**config.mk**
```make
export PLATFORM = sky130hd
export DESIGN_NAME = uart_tx_encoder
export DESIGN_NICKNAME = d
export VERILOG_FILES = /design/src/rtl/uart_pkg.sv /design/src/rtl/uart_baud_gen.sv /design/src/rtl/uart_tx_encoder.sv
export SDC_FILE = /design/constraint.sdc
export NUM_CORES = 1
export LEC_CHECK = 0
export CAP_MARGIN = 20
export CORE_UTILIZATION = 55
export CTS_CLUSTER_SIZE = 24
export DETAILED_ROUTE_END_ITERATION = 7
export PLACE_DENSITY = 0.78
export SYNTH_ARGS = -nofsm -noshare
export SYNTH_HDL_FRONTEND = slang
export SYNTH_SLANG_ARGS = --single-unit
```
**constraint.sdc**
```tcl
create_clock -name uart_clk -period 2.7 [get_ports uart_clk]
set_input_delay 0.675 -clock uart_clk [delete_from_list [all_inputs] [get_ports uart_clk]]
set_output_delay 0.675 -clock uart_clk [all_outputs]
set_load 0.01 [all_outputs]
```
**src/rtl/uart_pkg.sv**
```systemverilog
// Shared definitions for the UART transmit path: parity encodings, TX FSM states
// and the frame data width.
package uart_pkg;

    localparam int DATA_W = 8;

    localparam logic [1:0] PAR_NONE = 2'b00;
    localparam logic [1:0] PAR_EVEN = 2'b01;
    localparam logic [1:0] PAR_ODD  = 2'b10;

    typedef enum logic [2:0] {
        IDLE,
        START,
        DATA,
        PARITY,
        STOP
    } tx_state_t;

    // Mode 2'b11 is deliberately folded into "no parity".
    function automatic logic parity_enabled(input logic [1:0] mode);
        return (mode == PAR_EVEN) || (mode == PAR_ODD);
    endfunction

endpackage

```
**src/rtl/uart_baud_gen.sv**
```systemverilog
// Bit-period timer for the UART transmitter: counts 0..divisor and pulses
// bit_tick on the terminal count; restart holds the count at zero.
module uart_baud_gen #(
    parameter int BAUD_W = 24
) (
    input  logic              uart_clk,
    input  logic              nrst,
    input  logic [BAUD_W-1:0] divisor,
    input  logic              restart,
    output logic              bit_tick
);

    logic [BAUD_W-1:0] cnt;

    // NOTE: state registers use non-blocking assignments so every flop samples
    // pre-edge values regardless of block evaluation order.
    always_ff @(posedge uart_clk) begin
        if (!nrst || restart) begin
            cnt <= '0;
        end else if (cnt == divisor) begin
            cnt <= '0;
        end else begin
            cnt <= cnt + BAUD_W'(1);
        end
    end

    assign bit_tick = !restart && (cnt == divisor);

endmodule

```
**src/rtl/uart_tx_encoder.sv**
```systemverilog
// Byte-oriented UART transmitter: start, 8 data bits LSB-first, optional parity,
// 1 or 2 stop bits. Define UART_TX_FIFO_EN to replace the holding register with a FIFO.
module uart_tx_encoder #(
    parameter int DATA_W     = 8,
    parameter int BAUD_W     = 24,
    parameter int FIFO_DEPTH = 16
) (
    input  logic              uart_clk,
    input  logic              nrst,
    input  logic [DATA_W-1:0] data_in,
    input  logic              data_valid,
    output logic              data_ready,
    input  logic [1:0]        parity,
    input  logic              stop_sel,
    input  logic [BAUD_W-1:0] baudcontrol,
    output logic              uart_tx,
    output logic              busy,
    output logic              uart_rco
);

    import uart_pkg::*;

    tx_state_t         state, state_n;
    logic [2:0]        bit_idx, bit_idx_n;
    logic              stop_idx, stop_idx_n;
    logic [DATA_W-1:0] shift_q, shift_n;
    logic              par_bit_q, par_bit_n;
    logic              par_on_q, par_on_n;
    logic              stop2_q, stop2_n;
    logic [BAUD_W-1:0] baud_q, baud_n;
    logic              tx_q, tx_n;
    logic              load;
    logic              frame_end;
    logic              bit_tick;

    logic              push;
    logic              buf_has;
    logic              buf_full;
    logic [DATA_W-1:0] buf_data;

    // A pop (load) frees space in the same cycle, so a push may coincide with it.
    assign data_ready = !buf_full || load;
    assign push       = data_valid && data_ready;

`ifdef UART_TX_FIFO_EN
    if (1) begin : g_fifo
        localparam int AW = $clog2(FIFO_DEPTH);

        logic [DATA_W-1:0] mem [FIFO_DEPTH];
        logic [AW-1:0]     wr_ptr, rd_ptr;
        logic [AW:0]       count;

        // NOTE: the storage array carries no reset; only pointers and count do,
        // which is enough to flush it and keeps the array a plain RAM.
        always_ff @(posedge uart_clk) begin
            if (push) begin
                mem[wr_ptr] <= data_in;
            end
        end

        always_ff @(posedge uart_clk) begin
            if (!nrst) begin
                wr_ptr <= '0;
                rd_ptr <= '0;
                count  <= '0;
            end else begin
                if (push) begin
                    wr_ptr <= wr_ptr + AW'(1);
                end
                if (load) begin
                    rd_ptr <= rd_ptr + AW'(1);
                end
                case ({push, load})
                    2'b10:   count <= count + (AW+1)'(1);
                    2'b01:   count <= count - (AW+1)'(1);
                    default: count <= count;
                endcase
            end
        end

        assign buf_full = (count == (AW+1)'(FIFO_DEPTH));
        assign buf_has  = (count != '0);
        assign buf_data = mem[rd_ptr];
    end
`else
    if (1) begin : g_hold
        logic              hold_full;
        logic [DATA_W-1:0] hold_q;

        always_ff @(posedge uart_clk) begin
            if (!nrst) begin
                hold_full <= 1'b0;
                hold_q    <= '0;
            end else if (push) begin
                hold_full <= 1'b1;
                hold_q    <= data_in;
            end else if (load) begin
                hold_full <= 1'b0;
            end
        end

        assign buf_full = hold_full;
        assign buf_has  = hold_full;
        assign buf_data = hold_q;
    end
`endif

    uart_baud_gen #(
        .BAUD_W (BAUD_W)
    ) u_baud_gen (
        .uart_clk (uart_clk),
        .nrst     (nrst),
        .divisor  (baud_q),
        .restart  (state == IDLE),
        .bit_tick (bit_tick)
    );

    always_ff @(posedge uart_clk) begin
        if (!nrst) begin
            state     <= IDLE;
            bit_idx   <= '0;
            stop_idx  <= 1'b0;
            shift_q   <= '0;
            par_bit_q <= 1'b0;
            par_on_q  <= 1'b0;
            stop2_q   <= 1'b0;
            baud_q    <= '0;
            tx_q      <= 1'b1;
        end else begin
            state     <= state_n;
            bit_idx   <= bit_idx_n;
            stop_idx  <= stop_idx_n;
            shift_q   <= shift_n;
            par_bit_q <= par_bit_n;
            par_on_q  <= par_on_n;
            stop2_q   <= stop2_n;
            baud_q    <= baud_n;
            tx_q      <= tx_n;
        end
    end

    // The line level is registered: tx_n is the level for the state being entered.
    always_comb begin
        // NOTE: every signal written here gets a default first, so no path
        // through the case leaves one unassigned and no latch is inferred.
        state_n    = state;
        bit_idx_n  = bit_idx;
        stop_idx_n = stop_idx;
        shift_n    = shift_q;
        par_bit_n  = par_bit_q;
        par_on_n   = par_on_q;
        stop2_n    = stop2_q;
        baud_n     = baud_q;
        tx_n       = tx_q;
        load       = 1'b0;
        frame_end  = 1'b0;

        case (state)
            IDLE: begin
                if (buf_has) begin
                    load    = 1'b1;
                    state_n = START;
                    tx_n    = 1'b0;
                end
            end
            START: begin
                if (bit_tick) begin
                    state_n   = DATA;
                    bit_idx_n = '0;
                    tx_n      = shift_q[0];
                end
            end
            DATA: begin
                if (bit_tick) begin
                    if (bit_idx == 3'(DATA_W - 1)) begin
                        if (par_on_q) begin
                            state_n = PARITY;
                            tx_n    = par_bit_q;
                        end else begin
                            state_n    = STOP;
                            stop_idx_n = 1'b0;
                            tx_n       = 1'b1;
                        end
                    end else begin
                        bit_idx_n = bit_idx + 3'd1;
                        shift_n   = {1'b0, shift_q[DATA_W-1:1]};
                        tx_n      = shift_q[1];
                    end
                end
            end
            PARITY: begin
                if (bit_tick) begin
                    state_n    = STOP;
                    stop_idx_n = 1'b0;
                    tx_n       = 1'b1;
                end
            end
            STOP: begin
                if (bit_tick) begin
                    if (stop2_q && !stop_idx) begin
                        stop_idx_n = 1'b1;
                    end else begin
                        frame_end = 1'b1;
                        if (buf_has) begin
                            load    = 1'b1;
                            state_n = START;
                            tx_n    = 1'b0;
                        end else begin
                            state_n = IDLE;
                            tx_n    = 1'b1;
                        end
                    end
                end
            end
            default: begin
                state_n = IDLE;
                tx_n    = 1'b1;
            end
        endcase

        // Frame configuration is frozen at START entry.
        if (load) begin
            shift_n   = buf_data;
            par_bit_n = (^buf_data) ^ (parity == PAR_ODD);
            par_on_n  = parity_enabled(parity);
            stop2_n   = stop_sel;
            baud_n    = baudcontrol;
        end
    end

    assign uart_tx  = tx_q;
    assign busy     = (state != IDLE) || buf_has;
    assign uart_rco = frame_end && nrst;

endmodule

```
* Word level (Yosys, flattened, before mapping) *
Index checks and enable logic that the tools add are counted.

operators by class
  equality and inequality tests = 19
  add/sub/neg operators = 2
  mux-type cells = 44
  bitwise logic cells = 1
  reductions and logical operators = 26

operators with widths
  kind                   number
  $mux 3                 11
  $mux 8                 4
  $add 24x1->24 const B  1
  $eq 24x24->1           1
  $mux 1                 24
  $ne 2x2->1 const B     11
  $pmux 3 s5             1
  $reduce_and 7->1       2
  $reduce_bool 2->1      4
  $reduce_xor 8->1       1
  $eq 3x2->1 const B     2
  $eq 3x3->1 const B     2
  $pmux 3 s2             1
  $reduce_and 6->1       1
  $reduce_bool 3->1      2
  $pmux 1 s5             1
  $logic_and 1x1->1      4
  $logic_not 1->1        4
  $logic_or 1x1->1       4
  $reduce_and 4->1       1
  $add 3x1->3 const B    1
  $eq 3x1->1 const B     1
  $logic_not 3->1        1
  $pmux 1 s3             1
  6 further kinds        6

storage, ports and cells
  output and inout bits = 4
  bits in registers = 76
  word-level logic and storage cells = 104

* Longest topological paths before layout *
  depth in word-level cells = 8
  depth in mapped cells = 9

* Cells and area by module *
From an unflattened synthesis, not the netlist that was laid out.

second synthesis, totals
  cell total of the unflattened synthesis = 443
  area, all modules = 3808.7 um^2

modules (own cells, without submodules)
  module           instances  seq. area each (um^2)  area each (um^2)  cells each
  uart_tx_encoder  1          1041.0                 2336.0            279
  uart_baud_gen    1          480.5                  1472.7            164

* Worst setup path before layout *
Ideal clock, no wire load.

  path kind = register to output
  start = register u_baud_gen.cnt[2]
  end = output uart_rco
  path slack = 0.487 ns
  data arrival time = 1.538 ns
  cell stages (with the launch flop) = 6
  data required time = 2.025 ns
  path through = dfxtp_1 xnor2_1 nand4_1 nor4_4 and3_1 and2_1

on the way
  longest elaborated chain between the ends = 5

ends and longest elaborated chain
  what                    RTL line                text
  from (decl)             uart_baud_gen.sv:13     logic [BAUD_W-1:0] cnt;
  from (signal assigned)  uart_baud_gen.sv:23     cnt <= cnt + BAUD_W'(1);
  $eq 24x24->1            uart_baud_gen.sv:27     assign bit_tick = !restart && (cnt == divisor);
  $logic_and 1x1->1       uart_baud_gen.sv:27
  $mux 1                  uart_tx_encoder.sv:199  if (bit_tick) begin
  $mux 1                  uart_tx_encoder.sv:158  case (state)
  $logic_and 1x1->1       uart_tx_encoder.sv:233  assign uart_rco = frame_end && nrst;
  to (decl)               uart_tx_encoder.sv:18   output logic uart_rco

No other way between the ends.

* Final worst setup path *
  start = register state[0]
  end = output busy

on the way
  longest elaborated chain between the ends = 2

ends and longest elaborated chain
  what                    RTL line                text
  from (decl)             uart_tx_encoder.sv:23   tx_state_t state, state_n;
  from (signal assigned)  uart_tx_encoder.sv:130  state <= state_n;
  $reduce_bool 3->1       uart_tx_encoder.sv:232  assign busy = (state != IDLE) || buf_has;
  $logic_or 1x1->1        uart_tx_encoder.sv:232
  to (decl)               uart_tx_encoder.sv:17   output logic busy,

No other way between the ends.

==> qor.yml <==
outcome: "finished, final reports clean"
yosysSeqAreaShare_pct: 41.35
dp_hpwl_um: 5289
first_global_vias: 2823
powerDensity_nw_per_um2: 791.4
core_region_area_um2: 6386
insertion_delay_ps: 350
firstDrtPassIters: 4
slowest_stage: "clkdlybuf4s50_1"
ys_types: 40
drv_cap: 0
synth_seq_cells: 76
vdd_drop_max_mv: 0.4449
cts_tree: "done"
initial_core_util_pct: 57.62
hold_viol_final: 0
syn_area_um2: 3680
gp_routability_congestion: 0.8431
drc: 0
drv_slew: 0
cts-buffers-inserted: 9
yosysWarnings: 0
grt_max_degree: 68
synthCells: 394
hp-class: "flop to flop"
fillers: 454
grt-ovfl-total: 0
switching_power_w: 0.001103
num_antenna_cells: 0
setup_viol: 0
critPathLaunchType: "flop"
cts_buffer_depth: 2
area_growth_pct: 23.56
cts-root-buf: "clkbuf_8"
p_leak_nw: 1.796
clk_pin_slew_worst_paths_ps: 80
rsz0062_at_grt: "no"
die-area_um2: 7022
tns_ps: 0
placement.io_buffers: 41
fmax_mhz: 387.8
io_pins: 42
grt_pass1_wl_um: 13250
cts_sinks: 76
drive_gt1_share_pct: 13.25
dpl_worst_slack_ps: 85.25
cp_slowest_stage_delay_ps: 480
p_comb_share_pct: 32.0
p_clk_share_pct: 30.9
initialDrtViolationCount: 169
period_needed_ps: 2578
swShare_pct: 30.66
finalCritPeriodShare_pct: 95.50
wire_per_inst_um: 14.39
syn_area_per_cell_um2: 9.340
die_x_um: 83.80
antenna_found_initial: 0
syn_nets: 436
die_h_um: 83.80
cp-end-kind: "output port"
path_class: "flop to output port"
via_count: 2926
final_cell_mix: "dfxtp_1 (71), nand2_1 (38), clkdlybuf4s50_1 (38)"
cts-htree-levels: 3
worst_slew_pin_slew_ps: 617.5
multiInputGateArea_um2: 2074
required_ps: 2030
regArea_um2: 1528
finalNetCount: 491
via_per_inst: 5.521
finalClockSkew_ps: 9.318
intPower_w: 0.002495
crit_chain: "buf_4 > or3_4 > nand2b_1 > clkdlybuf4s50_1"
track_usage_pct: 23.78
relSlewSlack_pct: 58.70
fin_ws_ps: 121.6
hold_buffers: 0
seqPwrFrac_pct: 37.1
rows: 29
layout_commonest_cell: "dfxtp_1"
cp.arrival_ps: 1900
ant_nets: 0
worstPathMaxFanout: 12
finalWirelength_um: 7625
==> repair_timing <==
item,in CTS,in global routing
setup endpoints to repair,2,3
pin swaps,5,4
setup buffers,1,1
gates resized for setup,9,8
==> area by class of cell <==
class                      count  share of cell area, %
clock buffer                  10                  2.807
clock inverter                 5                  2.752
inverter                       8                 0.6604
multi-input combinational    292                  45.62
sequential                    76                  33.60
tap                           77                  2.119
timing repair buffer          62                  12.44
==> synth_stat cells <==
cell type	count	area, um2
nor2b_1	27	168.9
ha_1	4	50.05
nand3b_1	1	7.510
xnor2_1	35	306.5
and3_1	5	31.28
a32o_1	1	10.01
and4_1	3	26.28
a31oi_1	1	6.260
nand4_1	19	118.9
nand2_4	1	11.26
o221ai_2	5	75.07
a22o_1	1	8.760
dfxtp_1	76	1521
and2_1	3	18.77
nand2b_1	3	18.77
o221ai_1	1	8.760
nand2_1	38	142.6
nor3b_1	1	7.510
nor4_4	1	21.27
mux2_2	1	11.26
a22oi_1	1	7.510
buf_4	2	15.01
clkbuf_1	13	48.80
o31ai_4	1	21.27
o21a_1	2	15.01
xor2_1	20	175.2
nand3_1	17	85.08
a221oi_1	1	8.760
nor3_1	3	15.01
o21ai_0	7	35.03
or2_2	1	6.260
inv_1	8	30.03
buf_2	1	5.000
a21oi_1	6	30.03
a41oi_4	1	27.53
buf_6	2	22.52
a21boi_0	5	37.54
or3_1	5	31.28
mux2i_1	36	360.4
nor2_1	35	131.4
==> critical path, delay by kind of cell (launching register included) <==
family                 cells  cell delay (ps)
AND/OR/NAND/NOR            2              580
flip-flops                 1              320
buffers and inverters      2              650
==> through the flow <==
stage               power (W)  std cells  hold slack [ps]  util [%]  cell area, um2
finish               0.003598        530            473.0     71.20            4547
global placement     0.002430        513            456.2     66.48            4245
CTS                  0.003583        529            474.5     70.85            4524
floorplan            0.002119        394            444.7         -            3680
global route         0.003782        530            501.1     71.20            4547
detailed placement   0.002454        513            463.9     66.48            4245
==> final timing paths <==
kind,start,end,slack (ps),depth (start not counted)
max reg2reg,u_baud_gen.cnt[16],shift_q[7],190,9
min reg2reg,bit_idx[1],bit_idx[1],470,2
max,state[0],busy,120,4
min,bit_idx[1],bit_idx[1],470,2
==> metal layers <==
metal  routed length [um]  up-vias  track usage [%]
met5                    0        -                0
met2                 3580       70            36.73
met3                  285       12            4.352
met1                 3622     1384            32.98
li1                     -     1460                -
met4                  136        0            9.245
==> cell families after synthesis <==
kind of cell,count (synthesis),synth area share (%)
flip-flops,76,41.35
buffers and inverters,26,3.298
adder cells (fa/ha/maj),4,1.360
AND/OR/NAND/NOR,163,22.88
XOR/XNOR,55,13.09
multiplexers,37,10.10
AO/OA/AOI/OAI,33,7.923
==> power by group through the flow <==
| stage | registers (W) | logic, W | clock network (W) |
|---|---|---|---|
| 6_report | 0.00133 | 0.00115 | 0.00111 |
| 5_1_grt | 0.00135 | 0.00126 | 0.00117 |
| 4_1_cts | 0.00133 | 0.00113 | 0.00112 |
| 2_1_floorplan | 0.00134 | 0.000779 | 0 |
| 3_5_place_dp | 0.00136 | 0.00110 | 0 |
| 3_3_place_gp | 0.00135 | 0.00108 | 0 |
==> flip-flops by register name, indices dropped and copies added, names as in the netlist <==
name	count
par_on_q	1
baud_q	24
par_bit_q	1
bit_idx	3
uart_tx	1
stop2_q	1
stop_idx	1
shift_q	8
u_baud_gen.cnt	24
state	3
buf_full	1
buf_data	8
(Power assumes the default switching activity.)
